==> src/rtl/sum_batch_pkg.sv <==
// sum_batch_pkg
// Shared types and default sizing for the batch accumulator that sits behind
// the 6-bit adder stage (7-bit sum words: carry-out in the MSB).

package sum_batch_pkg;

    // Batch FSM: waiting for first sample, collecting samples, result held.
    typedef enum logic [1:0] {
        IDLE  = 2'b00,
        ACCUM = 2'b01,
        DONE  = 2'b10
    } state_t;

    // Defaults: 7-bit sums, 10-bit accumulator (holds 4*127 = 508), 4 samples.
    localparam int SUM_W_DEF = 7;
    localparam int ACC_W_DEF = 10;
    localparam int COUNT_DEF = 4;

endpackage

==> src/rtl/sum_batch_addsat.sv <==
// sum_batch_addsat
// Combinational add of a zero-extended sum word into the accumulator.
// The addition is done one bit wider than the accumulator so the carry into
// bit ACC_W flags an overflow.
// Build option: define SUM_BATCH_SATURATE_EN to clamp the result at all-ones
// on overflow; otherwise the result wraps modulo 2^ACC_W. Once clamped, any
// further non-zero addend overflows again, so the value stays pinned at the
// maximum for the rest of the batch.

module sum_batch_addsat
    import sum_batch_pkg::*;
#(
    parameter int SUM_W = SUM_W_DEF,
    parameter int ACC_W = ACC_W_DEF
) (
    input  logic [ACC_W-1:0] acc,
    input  logic [SUM_W-1:0] sum,
    output logic [ACC_W-1:0] acc_next,
    output logic             overflow
);

    logic [ACC_W:0] sum_ext;
    logic [ACC_W:0] wide_sum;

    // Zero-extend the whole sum word (the carry bit is part of the value).
    assign sum_ext  = {{(ACC_W + 1 - SUM_W){1'b0}}, sum};
    assign wide_sum = {1'b0, acc} + sum_ext;
    assign overflow = wide_sum[ACC_W];

`ifdef SUM_BATCH_SATURATE_EN
    // Clamp to the largest representable value when the add overflows.
    assign acc_next = overflow ? {ACC_W{1'b1}} : wide_sum[ACC_W-1:0];
`else
    // Plain wrap-around: drop the carry out of the accumulator width.
    assign acc_next = wide_sum[ACC_W-1:0];
`endif

endmodule

==> src/rtl/sum_batch_accumulator.sv <==
// sum_batch_accumulator
// Collects COUNT adder results over a valid/ready handshake, sums them into
// a wider accumulator, counts how many carried out, and holds the batch total
// on an output handshake until the consumer takes it.
// Build option: SUM_BATCH_SATURATE_EN selects saturating accumulation inside
// sum_batch_addsat; counters and handshake are the same in both builds.
// COUNT must lie in 2..15; CNT_W is derived and should not be overridden.

module sum_batch_accumulator
    import sum_batch_pkg::*;
#(
    parameter int SUM_W = SUM_W_DEF,
    parameter int ACC_W = ACC_W_DEF,
    parameter int COUNT = COUNT_DEF,
    parameter int CNT_W = $clog2(COUNT + 1)
) (
    input  logic             clk,
    input  logic             rst,
    input  logic             clear,
    input  logic [SUM_W-1:0] sum_in,
    input  logic             in_valid,
    output logic             in_ready,
    output logic [ACC_W-1:0] acc_out,
    output logic [CNT_W-1:0] carry_cnt,
    output logic             ovf,
    output logic             out_valid,
    input  logic             out_ready
);

    state_t           state;
    logic [CNT_W-1:0] count;
    logic             accept;
    logic             last_sample;
    logic [CNT_W-1:0] carry_inc;
    logic [ACC_W-1:0] acc_sum;
    logic             add_ovf;

    // Input side is open whenever no finished result is being held, so a
    // result transfer and a new sample can never share a cycle.
    assign in_ready    = (state != DONE);
    assign accept      = in_valid && in_ready;
    assign last_sample = (count == CNT_W'(COUNT - 1));
    assign carry_inc   = {{(CNT_W - 1){1'b0}}, sum_in[SUM_W-1]};

    sum_batch_addsat #(
        .SUM_W (SUM_W),
        .ACC_W (ACC_W)
    ) u_addsat (
        .acc      (acc_out),
        .sum      (sum_in),
        .acc_next (acc_sum),
        .overflow (add_ovf)
    );

    // Batch FSM with its counters; clear overrides both accept and transfer.
    always_ff @(posedge clk or posedge rst) begin
        if (rst) begin
            state     <= IDLE;
            acc_out   <= '0;
            carry_cnt <= '0;
            count     <= '0;
            ovf       <= 1'b0;
            out_valid <= 1'b0;
        end else if (clear) begin
            state     <= IDLE;
            acc_out   <= '0;
            carry_cnt <= '0;
            count     <= '0;
            ovf       <= 1'b0;
            out_valid <= 1'b0;
        end else begin
            case (state)
                IDLE, ACCUM: begin
                    if (accept) begin
                        acc_out   <= acc_sum;
                        count     <= count + 1'b1;
                        carry_cnt <= carry_cnt + carry_inc;
                        ovf       <= ovf | add_ovf;
                        if (last_sample) begin
                            state     <= DONE;
                            out_valid <= 1'b1;
                        end else begin
                            state <= ACCUM;
                        end
                    end
                end
                DONE: begin
                    if (out_ready) begin
                        state     <= IDLE;
                        acc_out   <= '0;
                        carry_cnt <= '0;
                        count     <= '0;
                        ovf       <= 1'b0;
                        out_valid <= 1'b0;
                    end
                end
                default: begin
                    state     <= IDLE;
                    out_valid <= 1'b0;
                end
            endcase
        end
    end

endmodule

==> config.mk <==
export PLATFORM = sky130hd
export DESIGN_NAME = sum_batch_accumulator
export DESIGN_NICKNAME = d
export VERILOG_FILES = /design/src/rtl/sum_batch_pkg.sv /design/src/rtl/sum_batch_addsat.sv /design/src/rtl/sum_batch_accumulator.sv
export SDC_FILE = /design/constraint.sdc
export NUM_CORES = 1
export LEC_CHECK = 0
export ABC_AREA = 1
export CAP_MARGIN = 30
export CORE_MARGIN = 2
export CORE_UTILIZATION = 50
export CTS_CLUSTER_SIZE = 14
export DETAILED_ROUTE_END_ITERATION = 7
export PLACE_DENSITY = 0.79
export SLEW_MARGIN = 0
export SYNTH_ARGS = -nofsm -noshare
export SYNTH_HDL_FRONTEND = slang
export SYNTH_SLANG_ARGS = --single-unit
==> constraint.sdc <==
create_clock -name clk -period 4 [get_ports clk]
set_input_delay 1.2 -clock clk [delete_from_list [all_inputs] [get_ports clk]]
set_output_delay 1.2 -clock clk [all_outputs]
set_load 0.03 [all_outputs]
### After elaboration in Yosys (flattened, before gate mapping)

Index checks and enable logic that the tools add are counted.

| word-level totals | value |
|---|---|
| register bits | 20 |
| logic and storage cells | 48 |

| operators by class | value |
|---|---|
| multiplexer cells | 24 |
| equality and inequality tests | 7 |
| $add $sub $neg | 3 |
| reduce and logical (&&, ||, !) cells | 7 |
| bitwise operators | 1 |

Operators with widths:

| kind | count |
|---|---|
| $mux W10 | 3 |
| $pmux W10 S2 | 1 |
| $mux W3 | 5 |
| $pmux W3 S2 | 2 |
| $add A10 B7 Y11 | 1 |
| $ne A3 B3 Y1 const B | 3 |
| $mux W2 | 4 |
| $mux W1 | 6 |
| $reduce_and A3 Y1 | 2 |
| $pmux W1 S2 | 2 |
| $pmux W2 S2 | 1 |
| $add A3 B1 Y3 | 1 |
| $add A3 B1 Y3 const B | 1 |
| $eq A3 B2 Y1 const B | 1 |
| $reduce_bool A3 Y1 | 1 |
| $eq A2 B1 Y1 const B | 1 |
| $eq A2 B2 Y1 const B | 1 |
| $logic_not A2 Y1 | 1 |
| $ne A2 B2 Y1 const B | 1 |
| $reduce_and A2 Y1 | 1 |
| $reduce_or A2 Y1 | 1 |
| $logic_and A1 B1 Y1 | 1 |
| $or A1 B1 Y1 | 1 |

### Depth between registers and ports, before layout

Gate-level depths: netlist of run 1.

| logic depth | value |
|---|---|
| depth after elaboration | 5 |
| depth in mapped cells | 11 |
| gate-level depth less buffers | 11 |

### Modules after synthesis

A second synthesis of run 1 with hierarchy kept.

| unflattened totals | value |
|---|---|
| cell total of the unflattened synthesis | 193 |
| area total of the unflattened synthesis | 1529.0 um^2 |

By module, submodules not included:

| module | seq. area each (um^2) | instances | area each (um^2) | cells an instance |
|---|---|---|---|---|
| sum_batch_accumulator | 500.5 | 1 | 1091.0 | 114 |
| sum_batch_addsat | 0.0 | 1 | 437.9 | 79 |

### Worst setup path before layout of run 1

OpenSTA, ideal clock, no wires.

| path | value |
|---|---|
| path type | input-to-reg |
| start | in sum_in[0] |
| end | reg acc_out[8] |
| arrival time | 2.262 ns |
| data required time | 3.880 ns |
| stages on the path | 11 |
| setup slack | 1.618 ns |
| setup time | 0.120 ns |
| cell sequence | ha_1 -> inv_1 -> fa_1 -> inv_1 -> nand2_1 -> nand2_1 -> nand3_1 -> nand2_2 -> nand3_1 -> nand2_1 -> nor2_1 |

| on the way | value |
|---|---|
| longest elaborated chain between the ends | 4 |

RTL lines:

| item | line | source |
|---|---|---|
| start: declaration | sum_batch_accumulator.sv:20 | `input logic [SUM_W-1:0] sum_in,` |
| $add A10 B7 Y11 | sum_batch_addsat.sv:27 | `assign wide_sum = {1'b0, acc} + sum_ext;` |
| $mux W10 | sum_batch_accumulator.sv:74 | `if (accept) begin` |
| $pmux W10 S2 | sum_batch_accumulator.sv:72 | `case (state)` |
| $mux W10 | sum_batch_accumulator.sv:64 | `end else if (clear) begin` |
| end signal: assignment | sum_batch_accumulator.sv:75 | `acc_out <= acc_sum;` |
| end: declaration | sum_batch_accumulator.sv:23 | `output logic [ACC_W-1:0] acc_out,` |

No other way between the ends. The select of a mux whose other input is x is not followed.
A chain may end at the register's enable or synchronous reset.

### Final worst setup path of run 1

| path | value |
|---|---|
| start | reg state[0] |
| end | out in_ready |

| on the way | value |
|---|---|
| longest elaborated chain between the ends | 1 |

RTL lines:

| item | line | source |
|---|---|---|
| start: declaration | sum_batch_accumulator.sv:30 | `state_t state;` |
| start signal: assignment | sum_batch_accumulator.sv:58 | `state <= IDLE;` |
| start signal: assignment | sum_batch_accumulator.sv:65 | `state <= IDLE;` |
| start signal: assignment | sum_batch_accumulator.sv:80 | `state <= DONE;` |
| $ne A2 B2 Y1 | sum_batch_accumulator.sv:40 | `assign in_ready = (state != DONE);` |
| end: declaration | sum_batch_accumulator.sv:22 | `output logic in_ready,` |

No other way between the ends.

==> results of run 1 <==
-- worst max-delay path, stage by stage, from the launching register on --
cell	delay, ps
dfrtp_1	390
inv_1	70
nand2_1	90
clkdlybuf4s50_1	680
-- cells in the mapped netlist --
cell      count
a21boi_1      1
a21boi_2      1
a21oi_1       6
a22o_1        4
a32o_1        1
and2_1        2
buf_4         1
buf_6         1
dfrtp_1      20
fa_1          1
ha_1         11
inv_1        25
inv_2         2
nand2_1      45
nand2_2       3
nand2_4       1
nand3_1       8
nand3_2       2
nand3b_1      2
nand4_1       2
nor2_1       13
nor2_2        2
o21ai_0       2
o21ai_1       4
o22ai_1       2
or2_1         1
-- final cells by class --
cell class	instances	area, um^2	share of cell area, %
clock buffer	3	22.5	1.39
clock inverter	1	30.0	1.85
inverter	27	101	6.25
multi-input combinational	114	661	40.7
sequential	20	500	30.8
tap	30	37.5	2.31
timing repair buffer	27	270	16.7
-- power breakdown --
group / total (W) / switching (W) / internal [W]
sequential: 0.000239 / 0.0000168 / 0.000222
clock: 0.000165 / 0.0000637 / 0.000101
combinational: 0.000204 / 0.000123 / 0.0000810
-- stage by stage --
| step | total power [W] | utilization [%] | hold slack (ps) |
|---|---|---|---|
| after floorplan | 0.000379 | - | 452 |
| after global placement | 0.000440 | 64.0 | 471 |
| after detailed placement | 0.000446 | 64.0 | 486 |
| after CTS | 0.000613 | 66.1 | 512 |
| after global routing | 0.000647 | 66.1 | 552 |
| final | 0.000608 | 66.1 | 507 |
-- state kept, by name (all words and copies together) (netlist names) --
register   flops
acc_out       10
carry_cnt      3
count          3
out_valid      1
ovf            1
state          2
-- routing by layer --
layer | share of wire (%) | wire length [um] | global-route usage [%] | vias up
li1 | - | - | - | 579
met4 | 0.56 | 15 | 7.08 | 0
met5 | 0 | 0 | 0 | -
met3 | 4.3 | 116 | 2.46 | 2
met1 | 45 | 1190 | 23.6 | 537
met2 | 50 | 1350 | 37.7 | 27
-- cells by family after synthesis --
group | after synthesis | synth area share, %
AND/OR/NAND/NOR | 81 | 28.6
flip-flops | 20 | 39.1
buffers and inverters | 29 | 9.38
adder cells (fa/ha/maj) | 12 | 12.3
AO/OA/AOI/OAI | 21 | 10.6
-- path summary, 6_finish.rpt --
path | endpoint | depth (start not counted) | from
max in group asynchronous | acc_out[1] | 2 | rst
min | out_valid | 2 | out_valid
max | in_ready | 3 | state[0]
min reg2reg | out_valid | 2 | out_valid
max reg2reg | acc_out[8] | 11 | acc_out[0]
min in group asynchronous | state[1] | 2 | rst
==> flow_summary.ini, run 1 <==
[status]
run_status = finished clean

[final_layout]
insertedDiodeCount = 0
layout.cell_area.non_filler_mm2 = 0.00162
final_common_cell = nand2_1
layoutNonFillerInstCount = 222
layout.cells.most_common_list = nand2_1, clkdlybuf4s50_1, inv_1
flow.area_growth_from_synthesis_pct = 26.7
drive_above_1_share_pct = 7.81
fill_cells = 210
final_net_count = 217

[pwr]
power_density_mw_per_mm2 = 375
leakage_power_total_nw = 0.832
vdd_ir_drop_max_uv = 269

[clocking]
root_buffer = clkbuf_4
clkSinkCount = 20
cts-htree-levels = 1
postCtsHoldBufs = 0
cts_setup_buffers = 0
worst_setup_hold_path_clk_slew_ps = 120
clockBufferDepth = 2
clock_latency_reported_for_the_late_side_of_the_worst_skew_pair_ps = 300
postCtsResizedCells = 0
clock_tree_from_tritoncts = built
numCtsBuffers = 3

[synth]
yosys_register_bits = 20
top_cells_by_area_synth = dfrtp_1, nand2_1, ha_1
ys.warnings.count = 0
mapped_avg_cell_area_um2 = 7.86
netlist.area_leader.share_pct = 39.1
mappedNetlistNets = 187
synth.cell_area_mm2 = 0.00128
share_of_the_yosys_chip_area_belonging_to_registers_pct = 39.1
syn-instance-count = 163
synth.lib_cells_used.distinct = 26
synth.largest_area_cell = dfrtp_1

[global_routing]
largest_net_degree_at_the_start_of_global_routing = 21
antenna_found_initial = 0
global_route.usage.total_pct = 20.3
grt_pass1_vias = 1068
global_route.overflow_total = 0
grt_pass1_wl_um = 4300

[sta]
grt_setup_unrepaired = false
period_share_pct = 68.1
finalClockSkew_ps = 2.62
final_hold_viol_count = 0
layout_setup_ws_ps = 1280
period_needed_ps = 2720
max_clock_freq_mhz = 367
totalNegativeSetupSlack_ps = 0
maxSlewHeadroom_pct = 49.3
finalMaxSlewViolations = 0
worst_slew_pin_slew_ps = 759
finalSetupViolations = 0

[placed_design]
detailed_place.area_mm2 = 0.00157
pre_cts_ws_ps = 1040
port_buffers = 27
place_congestion = 0.846
cells_after_dpl = 218
detailedPlacementHpwl_um = 1990

[min_path]
hp-class = flop to flop

[route]
detail_route.wl_per_cell_um = 12.0
avgViaCountPerCell = 5.16
drc = 0
post_detailed_route_count_of_antenna_violating_nets = 0
dr.pass1.iters = 4
detail_route.wirelength_um = 2670
vias = 1145
dr.first_iter.drc_count = 15

[floorplanning]
fp.dieH_um = 54.6
rows = 18
floorplan.die_area_mm2 = 0.00298
chipWidth_um = 54.6
pin_count = 28
design.core.area_mm2 = 0.00245
initial_utilization_pct = 52.2

[worst_setup_path]
critical_path.startpoint_type = flop
worstSetupEndpointType = output pin
required_time_worst_endpoint_ps = 2800
cp_data_arrival_time_ps = 1520
crit_path_max_fanout = 2
worst-r2r-setup-slack_ps = 2290
timing_worst_setup_path_type = flop to output pin

[flow_run]
max_cap_viol_count = 0
No activity file was read; power rests on OpenSTA's default activity.
==> inputs of run 2 (changes only) <==
Clock period 4 ns to 2.78 ns, I/O delays scaled along.
==> flow_summary.ini, run 2 (synthesis gave the netlist of run 1 again) <==
[status]
run_status = finished clean

[clocking]
clock_latency_reported_for_the_late_side_of_the_worst_skew_pair_ps = 300
worst_setup_hold_path_clk_slew_ps = 110
cts_setup_buffers = 0
numCtsBuffers = 3
postCtsHoldBufs = 0
postCtsResizedCells = 0
clock_tree_from_tritoncts = built
clockBufferDepth = 2
clkSinkCount = 20
cts-htree-levels = 1
root_buffer = clkbuf_4

[floorplanning]
rows = 18
initial_utilization_pct = 52.2
pin_count = 28
floorplan.die_area_mm2 = 0.00298
design.core.area_mm2 = 0.00245
chipWidth_um = 54.6
fp.dieH_um = 54.6

[final_layout]
layoutNonFillerInstCount = 222
insertedDiodeCount = 0
largestRegisters = acc_out: 10 flops, carry_cnt: 3 flops, count: 3 flops
fin_util_pct = 65.2
flow.area_growth_from_synthesis_pct = 24.9
largest_reg_flops = 10
fill_cells = 220
max_flop_register = acc_out
layout.cells.most_common_list = nand2_1, clkdlybuf4s50_1, inv_1
final_net_count = 218
drive_above_1_share_pct = 7.81
final_common_cell = nand2_1

[pwr]
power_frac_comb_pct = 37.9
leakage_power_total_nw = 0.823
switching_share_pct = 37.0
internal-power_w = 0.000489
finalPower_w = 0.000776
pwr-share-clk_pct = 17.7
vdd_ir_drop_max_uv = 338
pwr-share-seq_pct = 44.3
power_density_mw_per_mm2 = 485
power.switching_w = 0.000287

[sta]
finalSetupViolations = 0
final_hold_viol_count = 0
maxSlewHeadroom_pct = 49.7
period_share_pct = 86.0
layout_setup_ws_ps = 389
finalClockSkew_ps = 7.48
worst_slew_pin_slew_ps = 754
max_clock_freq_mhz = 418
totalNegativeSetupSlack_ps = 0
grt_setup_unrepaired = false
finalMaxSlewViolations = 0
period_needed_ps = 2390

[worst_setup_path]
worst-r2r-setup-slack_ps = 1090
required_time_worst_endpoint_ps = 1950
cp_data_arrival_time_ps = 1560
critical_path.n_buffers_inverters = 2
crit_path_max_fanout = 2
crit_start = state[0]
reg2regPathDepth = 11
critical_path.max_stage_delay_ps = 680
critical-path-slowest-cell = clkdlybuf4s50_1
cpLargestDelayFamily = buffers and inverters
reg2reg_from = acc_out[0]
timing.rr.end = acc_out[6]
worstSetupEndpointType = output pin
crit_chain = inv_1 -> nand2_1 -> clkdlybuf4s50_1
critical_path.startpoint_type = flop
timing_worst_setup_path_type = flop to output pin

[global_routing]
largest_net_degree_at_the_start_of_global_routing = 21
antenna_found_initial = 0
grt_pass1_vias = 1070
grt_pass1_wl_um = 4540
global_route.overflow_total = 0
global_route.usage.total_pct = 21.7

[min_path]
cells_on_worst_hold_path = 2
hp-class = flop to flop
hold_start = out_valid
hold_worst_path_end = out_valid

[placed_design]
cells_after_dpl = 219
pre_cts_ws_ps = 185
detailedPlacementHpwl_um = 2060
port_buffers = 27
place_congestion = 0.855

[route]
detail_route.wirelength_um = 2640
post_detailed_route_count_of_antenna_violating_nets = 0
vias = 1131
dr.first_iter.drc_count = 13
detail_route.wl_per_cell_um = 11.9
drc = 0
dr.pass1.iters = 4
avgViaCountPerCell = 5.09

[flow_run]
max_cap_viol_count = 0
## run 2: cell count changes in the layout (fill, tap and decap cells not counted), sizes merged
cell | before | now
bufinv | 1 | 0
buf | 0 | 1
## run 2: power groups by stage
stage	logic (W)	registers, W	clock network (W)
2_1_floorplan	0.000156	0.000389	0
3_3_place_gp	0.000287	0.000348	0
3_5_place_dp	0.000295	0.000350	0
4_1_cts	0.000296	0.000344	0.000144
5_1_grt	0.000331	0.000349	0.000152
6_report	0.000294	0.000344	0.000138
## run 2: tightest hold or removal path, cell delays in order (launching register included)
cell	delay, ps
dfrtp_1	360
o21ai_0	70
nand2_1	50
## run 2: area by class of cell
class | count | area [um^2] | area share [%]
sequential | 20 | 500 | 31.3
clock buffer | 3 | 22.5 | 1.41
inverter | 27 | 101 | 6.33
tap | 30 | 37.5 | 2.35
multi-input combinational | 114 | 661 | 41.3
timing repair buffer | 28 | 278 | 17.4
## run 2: worst max path at each step
stage / slack [ps] / depth (start not counted) / endpoint
3_5_place_dp: 190 / 12 / acc_out[6]
5_1_grt: 330 / 12 / acc_out[6]
6_report: 390 / 3 / in_ready
3_3_place_gp: 250 / 12 / acc_out[8]
2_1_floorplan: 760 / 11 / acc_out[8]
4_1_cts: 400 / 3 / in_ready
## run 2: routing by layer
| metal | track usage, % | up-vias | share of wire (%) |
|---|---|---|---|
| met4 | 9.58 | 0 | 2.4 |
| li1 | - | 580 | - |
| met2 | 37.3 | 31 | 50 |
| met5 | 0 | - | 0 |
| met3 | 3.01 | 7 | 4.5 |
| met1 | 26.7 | 513 | 43 |
## run 2: through the flow
step	hold WS [ps]	area [um^2]
after floorplan	452	1280
after global placement	474	1580
after detailed placement	489	1580
after CTS	517	1600
after global routing	551	1600
final	510	1600
==> inputs of run 3 (changes only) <==
Settings changed: TNS_END_PERCENT from default to 50.
==> results of run 3 <==
Same layout as run 2: the final DEF is identical, and so are final timing and power.
